## config.mk

```make
export PLATFORM = sky130hd
export DESIGN_NAME = ddr3_ise_read
export DESIGN_NICKNAME = d
export VERILOG_FILES = /design/src/rtl/ddr3_ise_read.sv
export SDC_FILE = /design/constraint.sdc
export NUM_CORES = 1
export LEC_CHECK = 0
export ABC_AREA = 1
export BUFFER_PORTS_ARGS = -buffer_cell sky130_fd_sc_hd__buf_4
export CAP_MARGIN = 20
export CORE_MARGIN = 2
export CORE_UTILIZATION = 50
export DETAILED_ROUTE_END_ITERATION = 16
export PLACE_DENSITY = 0.88
export SYNTH_ARGS = -nofsm -noshare
export SYNTH_HDL_FRONTEND = slang
export SYNTH_SLANG_ARGS = --single-unit
```

## constraint.sdc

```tcl
create_clock -name clock -period 2.1 [get_ports clock]
set_input_delay 0.315 -clock clock [delete_from_list [all_inputs] [get_ports clock]]
set_output_delay 0.315 -clock clock [all_outputs]
set_load 0.02 [all_outputs]
```

## src/rtl/ddr3_ise_read.sv

```systemverilog
// ----------------------------------------------------------------------------
// ddr3_ise_read
//   Read-side user-port master for the Spartan-6 MIG DDR3 port 0 (c3_p0).
//   After calibration completes (prepareFin), the block walks the address
//   space in fixed bursts. For each burst it issues one read command, drains
//   BURST_LEN words from the MIG read FIFO, and presents each word on a
//   valid-strobed output. Addresses step exactly as on the write-side master,
//   so the memory image is read back in the order it was written.
//
//   Optional feature: define DDR3_READ_CHECK_EN to compare every burst word
//   against an incrementing pattern (1, 2, 3, ...). Mismatches are counted in
//   error_count, which saturates. With the macro undefined, error_count is
//   tied to 0.
//
// Ports
//   clock                in   MIG user clock
//   reset                in   synchronous, active-high reset
//   prepareFin           in   calibration done; low forces IDLE
//   c3_p0_cmd_en         out  one-cycle command strobe
//   c3_p0_cmd_instr      out  constant read instruction (3'b001)
//   c3_p0_cmd_bl         out  constant burst length minus one
//   c3_p0_cmd_byte_addr  out  burst start byte address
//   c3_p0_cmd_full       in   command FIFO full
//   c3_p0_rd_en          out  read-FIFO pop (combinational)
//   c3_p0_rd_data        in   read-FIFO head word (first-word-fall-through)
//   c3_p0_rd_empty       in   read FIFO empty
//   c3_p0_rd_overflow    in   read FIFO overflow
//   data_out             out  last captured burst word
//   data_valid           out  one-cycle strobe per data_out word
//   pass_done            out  one-cycle pulse when the walk wraps to 0
//   timeout_flag         out  sticky: a word wait exceeded TIMEOUT cycles
//   overflow_flag        out  sticky: read FIFO overflow was seen
//   error_count          out  pattern mismatch count (check build only)
// ----------------------------------------------------------------------------
module ddr3_ise_read #(
    parameter int          BURST_LEN  = 4,
    parameter int          ADDR_STEP  = 64,
    parameter logic [29:0] ADDR_LIMIT = 30'h4000,
    parameter int          TIMEOUT    = 1023
) (
    input  logic        clock,
    input  logic        reset,
    input  logic        prepareFin,
    output logic        c3_p0_cmd_en,
    output logic [2:0]  c3_p0_cmd_instr,
    output logic [5:0]  c3_p0_cmd_bl,
    output logic [29:0] c3_p0_cmd_byte_addr,
    input  logic        c3_p0_cmd_full,
    output logic        c3_p0_rd_en,
    input  logic [63:0] c3_p0_rd_data,
    input  logic        c3_p0_rd_empty,
    input  logic        c3_p0_rd_overflow,
    output logic [63:0] data_out,
    output logic        data_valid,
    output logic        pass_done,
    output logic        timeout_flag,
    output logic        overflow_flag,
    output logic [15:0] error_count
);

    localparam int WCNT_W = $clog2(BURST_LEN + 1);
    localparam int TCNT_W = $clog2(TIMEOUT + 1);

    typedef enum logic [1:0] {
        IDLE,
        CMD,
        WAIT,
        NEXT
    } state_t;

    state_t              state;
    logic [29:0]         addr;
    logic [WCNT_W-1:0]   wcnt;
    logic [TCNT_W-1:0]   tcnt;
    logic [30:0]         addr_sum;
    logic                addr_wrap;

    assign c3_p0_cmd_instr = 3'b001;
    assign c3_p0_cmd_bl    = 6'(BURST_LEN - 1);

    // Popping is allowed while flushing in IDLE and while draining a burst in
    // WAIT. The pop stops in the same cycle prepareFin drops.
    assign c3_p0_rd_en = prepareFin && !c3_p0_rd_empty &&
                         ((state == IDLE) || (state == WAIT));

    // One extra adder bit keeps the wrap compare correct near the top of the
    // 30-bit byte-address space.
    assign addr_sum  = {1'b0, addr} + 31'(ADDR_STEP);
    assign addr_wrap = (addr_sum >= {1'b0, ADDR_LIMIT});

`ifdef DDR3_READ_CHECK_EN
    logic [63:0] expected;

    function automatic logic [15:0] sat_inc(input logic [15:0] v);
        return (v == 16'hFFFF) ? v : v + 16'd1;
    endfunction
`else
    assign error_count = 16'd0;
`endif

    always_ff @(posedge clock) begin
        if (reset) begin
            state               <= IDLE;
            addr                <= '0;
            wcnt                <= '0;
            tcnt                <= '0;
            c3_p0_cmd_en        <= 1'b0;
            c3_p0_cmd_byte_addr <= '0;
            data_out            <= '0;
            data_valid          <= 1'b0;
            pass_done           <= 1'b0;
            timeout_flag        <= 1'b0;
            overflow_flag       <= 1'b0;
`ifdef DDR3_READ_CHECK_EN
            expected            <= 64'd1;
            error_count         <= 16'd0;
`endif
        end else begin
            // Strobes are single-cycle unless re-asserted below.
            c3_p0_cmd_en  <= 1'b0;
            data_valid    <= 1'b0;
            pass_done     <= 1'b0;
            overflow_flag <= overflow_flag | c3_p0_rd_overflow;

            if (!prepareFin) begin
                // Any in-flight burst is abandoned; its leftover words are
                // flushed in IDLE once calibration returns.
                state <= IDLE;
                addr  <= '0;
                wcnt  <= '0;
                tcnt  <= '0;
`ifdef DDR3_READ_CHECK_EN
                expected <= 64'd1;
`endif
            end else begin
                case (state)
                    IDLE: begin
                        // Words popped here are stale and discarded.
                        if (c3_p0_rd_empty) begin
                            state <= CMD;
                        end
                    end

                    CMD: begin
                        if (!c3_p0_cmd_full) begin
                            c3_p0_cmd_en        <= 1'b1;
                            c3_p0_cmd_byte_addr <= addr;
                            wcnt                <= '0;
                            tcnt                <= '0;
                            state               <= WAIT;
                        end
                    end

                    WAIT: begin
                        if (c3_p0_rd_en) begin
                            data_out   <= c3_p0_rd_data;
                            data_valid <= 1'b1;
                            tcnt       <= '0;
`ifdef DDR3_READ_CHECK_EN
                            expected   <= expected + 64'd1;
                            if (c3_p0_rd_data != expected) begin
                                error_count <= sat_inc(error_count);
                            end
`endif
                            // Leaving WAIT on the last pop guarantees no
                            // more than BURST_LEN pops per command.
                            if (wcnt == WCNT_W'(BURST_LEN - 1)) begin
                                state <= NEXT;
                            end else begin
                                wcnt <= wcnt + 1'b1;
                            end
                        end else if (tcnt == TCNT_W'(TIMEOUT - 1)) begin
                            timeout_flag <= 1'b1;
                            state        <= IDLE;
                        end else begin
                            tcnt <= tcnt + 1'b1;
                        end
                    end

                    NEXT: begin
                        if (addr_wrap) begin
                            addr      <= '0;
                            pass_done <= 1'b1;
                        end else begin
                            addr <= addr_sum[29:0];
                        end
                        state <= CMD;
                    end

                    default: state <= IDLE;
                endcase
            end
        end
    end

endmodule

```

==> results.sh <==
export IMPL_outcome="completed"
export IMPL_min_period_ns=1.98
export IMPL_critPathTopFamily="simple AND/OR/NAND/NOR gates"
export IMPL_hold_path_cell_count=3
export IMPL_cts_tree="yes"
export IMPL_synth_main_ff_cell="dfxtp_1"
export IMPL_worstSetupStartpoint="addr[7]"
export IMPL_fin_crit_sh=0.941
export IMPL_vias=5300
export IMPL_yosysWarnings=0
export IMPL_drtAntennaViolNets=0
export IMPL_wirelength_um=14400
export IMPL_start_kind="flip-flop"
export IMPL_rr_worst_depth=15
export IMPL_n_antenna_cell=0
export IMPL_drtIter0Drc=332
export IMPL_place_hpwl_um=9570
export IMPL_h_tree_depth=4
export IMPL_io_buffers=163
export IMPL_fin_util=0.700
export IMPL_fmax_mhz=506
export IMPL_hold_violations=0
export IMPL_dr_pass1_iters=5
export IMPL_synth_top_area_frac=0.470
export IMPL_slowest_stage="dfxtp_4"
export IMPL_maxCapViolations=0
export IMPL_crit_fanout=7
export IMPL_drive_above_1_share=0.270
export IMPL_grt_max_degree=93
export IMPL_hp_class="input port to flip-flop"
export IMPL_slowest_delay_ns=0.37
export IMPL_hold_path_end="data_out[6]"
export IMPL_start_util=0.516
export IMPL_fin_nets=991
export IMPL_cp_depth=15
export IMPL_antenna_found_initial=0
export IMPL_holdCritStartpoint="c3_p0_rd_data[6]"
export IMPL_die_area_um2=12100
export IMPL_path_common_cell="nand2_1"
export IMPL_vias_per_cell=4.98
export IMPL_seq_area_frac_synth=0.470
export IMPL_routedWlPerCell_um=13.5
export IMPL_core_um2=10900
export IMPL_tightest_slew_ns=0.956
export IMPL_postSynthAreaPerCell_um2=7.48
export IMPL_layout_cells_non_filler=1065
export IMPL_async_flop_share=0
export IMPL_synth_edf_count=0
export IMPL_p_total_w=0.00603
export IMPL_rr_startpoint="addr[7]"
export IMPL_synth_seq_cells=132
export IMPL_grt_pass1_wl_um=21600
export IMPL_p_leak_nw=3.18
export IMPL_path_cells="ha_4 -> nand2_2 -> nor2_4 -> nand2_4 -> nor2_4 -> nand2_1 -> nand2_1 -> nand2_1 -> nor2_1 -> nand2_1 -> nor2_2 -> nand2_1 -> nand2_2 -> nand2_8 -> nor2_2"
export IMPL_tns_ns=0
export IMPL_synthTopCellsByArea="dfxtp_1, nand2_1, a21oi_1, nor2_1, buf_4"
export IMPL_grt_pass1_vias=4708
export IMPL_num_rows=38
export IMPL_dp_cells=1028
export IMPL_slew_violations=0
export IMPL_cts_clk_slew_worst_paths_ns=0.06
export IMPL_die_w_um=110
export IMPL_cts_sinks=132
export IMPL_gp_congestion=0.894
export IMPL_mappedNetlistArea_um2=5620
export IMPL_crit_arrival_ns=2.44
export IMPL_synth_cells=751
export IMPL_drc=0
export IMPL_synth_top_cell_by_area="dfxtp_1"
export IMPL_r2r_setup_slack_ns=0.12
export IMPL_end_kind="flip-flop"
export IMPL_peakVddDrop_v=0.000635
export IMPL_required_ns=2.56
export IMPL_r2r_end="addr[11]"
export IMPL_area_growth_pct=35.6
export IMPL_fin_skew_ns=0.00818
export IMPL_synth_cell_type_count=30
export IMPL_crit_type="flip-flop to flip-flop"
export IMPL_setup_viol=0
export IMPL_grt_total_usage=0.230
export IMPL_crit_buf_inv=0
export IMPL_numCtsBuffers=17
export IMPL_timing_hold_ws_ns=0.0393
export IMPL_die_y_um=110
export IMPL_power_density_nw_per_um2=792
export IMPL_grt_ovfl_total=0
export IMPL_clockBufferDepth=2
export IMPL_ios=195
export IMPL_root_buffer="clkbuf_8"
export IMPL_max_slew_margin=0.363
export IMPL_insertion_delay_ns=0.54
worst register-to-register path, cell delays in order, from the launching register on:
cell and delay, ns:
dfxtp_4 0.37, ha_4 0.14, nand2_2 0.07, nor2_4 0.24
nand2_4 0.09, nor2_4 0.14, nand2_1 0.07, nand2_1 0.06
nand2_1 0.05, nor2_1 0.08, nand2_1 0.07, nor2_2 0.13
nand2_1 0.08, nand2_2 0.12, nand2_8 0.10, nor2_2 0.10
stage by stage:
step | setup WS [ns] | instance area [µm²]
after floorplan | 0.158 | 5730
after global placement | 0.153 | 6880
after detailed placement | 0.106 | 6880
after CTS | 0.0314 | 7510
after global routing | -0.0227 | 7620
final | 0.123 | 7620
layer usage:
layer / part of all wire / global-route usage
met1: 0.42 / 0.276
met2: 0.49 / 0.372
met3: 0.058 / 0.0700
met4: 0.033 / 0.120
met5: 0 / 0
flip-flops by register name (all words and copies together), names as in the netlist, 2 cells and up:
register,cells
data_out,64
addr,24
c3_p0_cmd_byte_addr,24
tcnt,10
wcnt,3
state,2
cells in the mapped netlist, types with 11 or more instances:
cell type and instances:
nand3_1 24, nor2_1 65, nor2_2 11, a211oi_1 20
buf_4 31, clkbuf_1 27, dfxtp_1 132, nand2_1 212
xor2_1 12, nor3_1 21, a21oi_1 83, inv_1 51
cells by family after synthesis:
family | after synthesis | synth area share
AOI/OAI and AO/OA | 120 | 0.116
muxes | 3 | 0.00534
DFF | 132 | 0.470
and+or+nand+nor | 353 | 0.265
adders and majority gates | 9 | 0.0200
xor gates and xnor gates | 14 | 0.0218
other | 2 | 0.00134
buffers and inverters | 118 | 0.0998
report_power, final:
group | internal, W | switching (W)
sequential | 0.00253 | 0.0000185
clock | 0.00199 | 0.00107
combinational | 0.000169 | 0.000248
repair_timing:
item | 4_1_cts | 5_1_grt
resized for setup | 0 | 22
setup buffers | 0 | 4
hold buffers | 1 | 0
endpoints found under the setup margin | 0 | 14
endpoints found under the hold margin | 1 | 0
final cells by class:
type,instances,area (µm²)
flip-flops and latches,132,2660
clock inverters,8,120
inverters,55,206
clock buffers,24,500
fillers,842,3270
repair buffers,176,1360
multi-input cells,530,2600
well taps,140,175
worst max-delay path by stage:
stage,end,slack [ns]
after global routing,addr[11],-0.02
after global placement,state[1],0.15
after CTS,c3_p0_rd_en,0.03
after floorplan,state[1],0.16
final,addr[11],0.12
after detailed placement,state[1],0.11
cells in the final DEF (no fill, tap or decap), types with 5 or more instances in the layout:
| cell type | instances |
|---|---|
| a211oi_1 | 20 |
| o21ai_0 | 8 |
| nor2_2 | 11 |
| a21oi_1 | 83 |
| nor2_4 | 9 |
| xor2_1 | 12 |
| o21ai_1 | 6 |
| clkbuf_8 | 7 |
| ha_1 | 8 |
| nand2_1 | 212 |
| dfxtp_1 | 126 |
| conb_1 | 31 |
| nand3_1 | 22 |
| nor2_1 | 61 |
| clkbuf_16 | 16 |
| nor3_1 | 21 |
| nand2_2 | 5 |
| inv_1 | 50 |
| buf_4 | 172 |
Note: power is estimated with default switching activity, not from simulation.
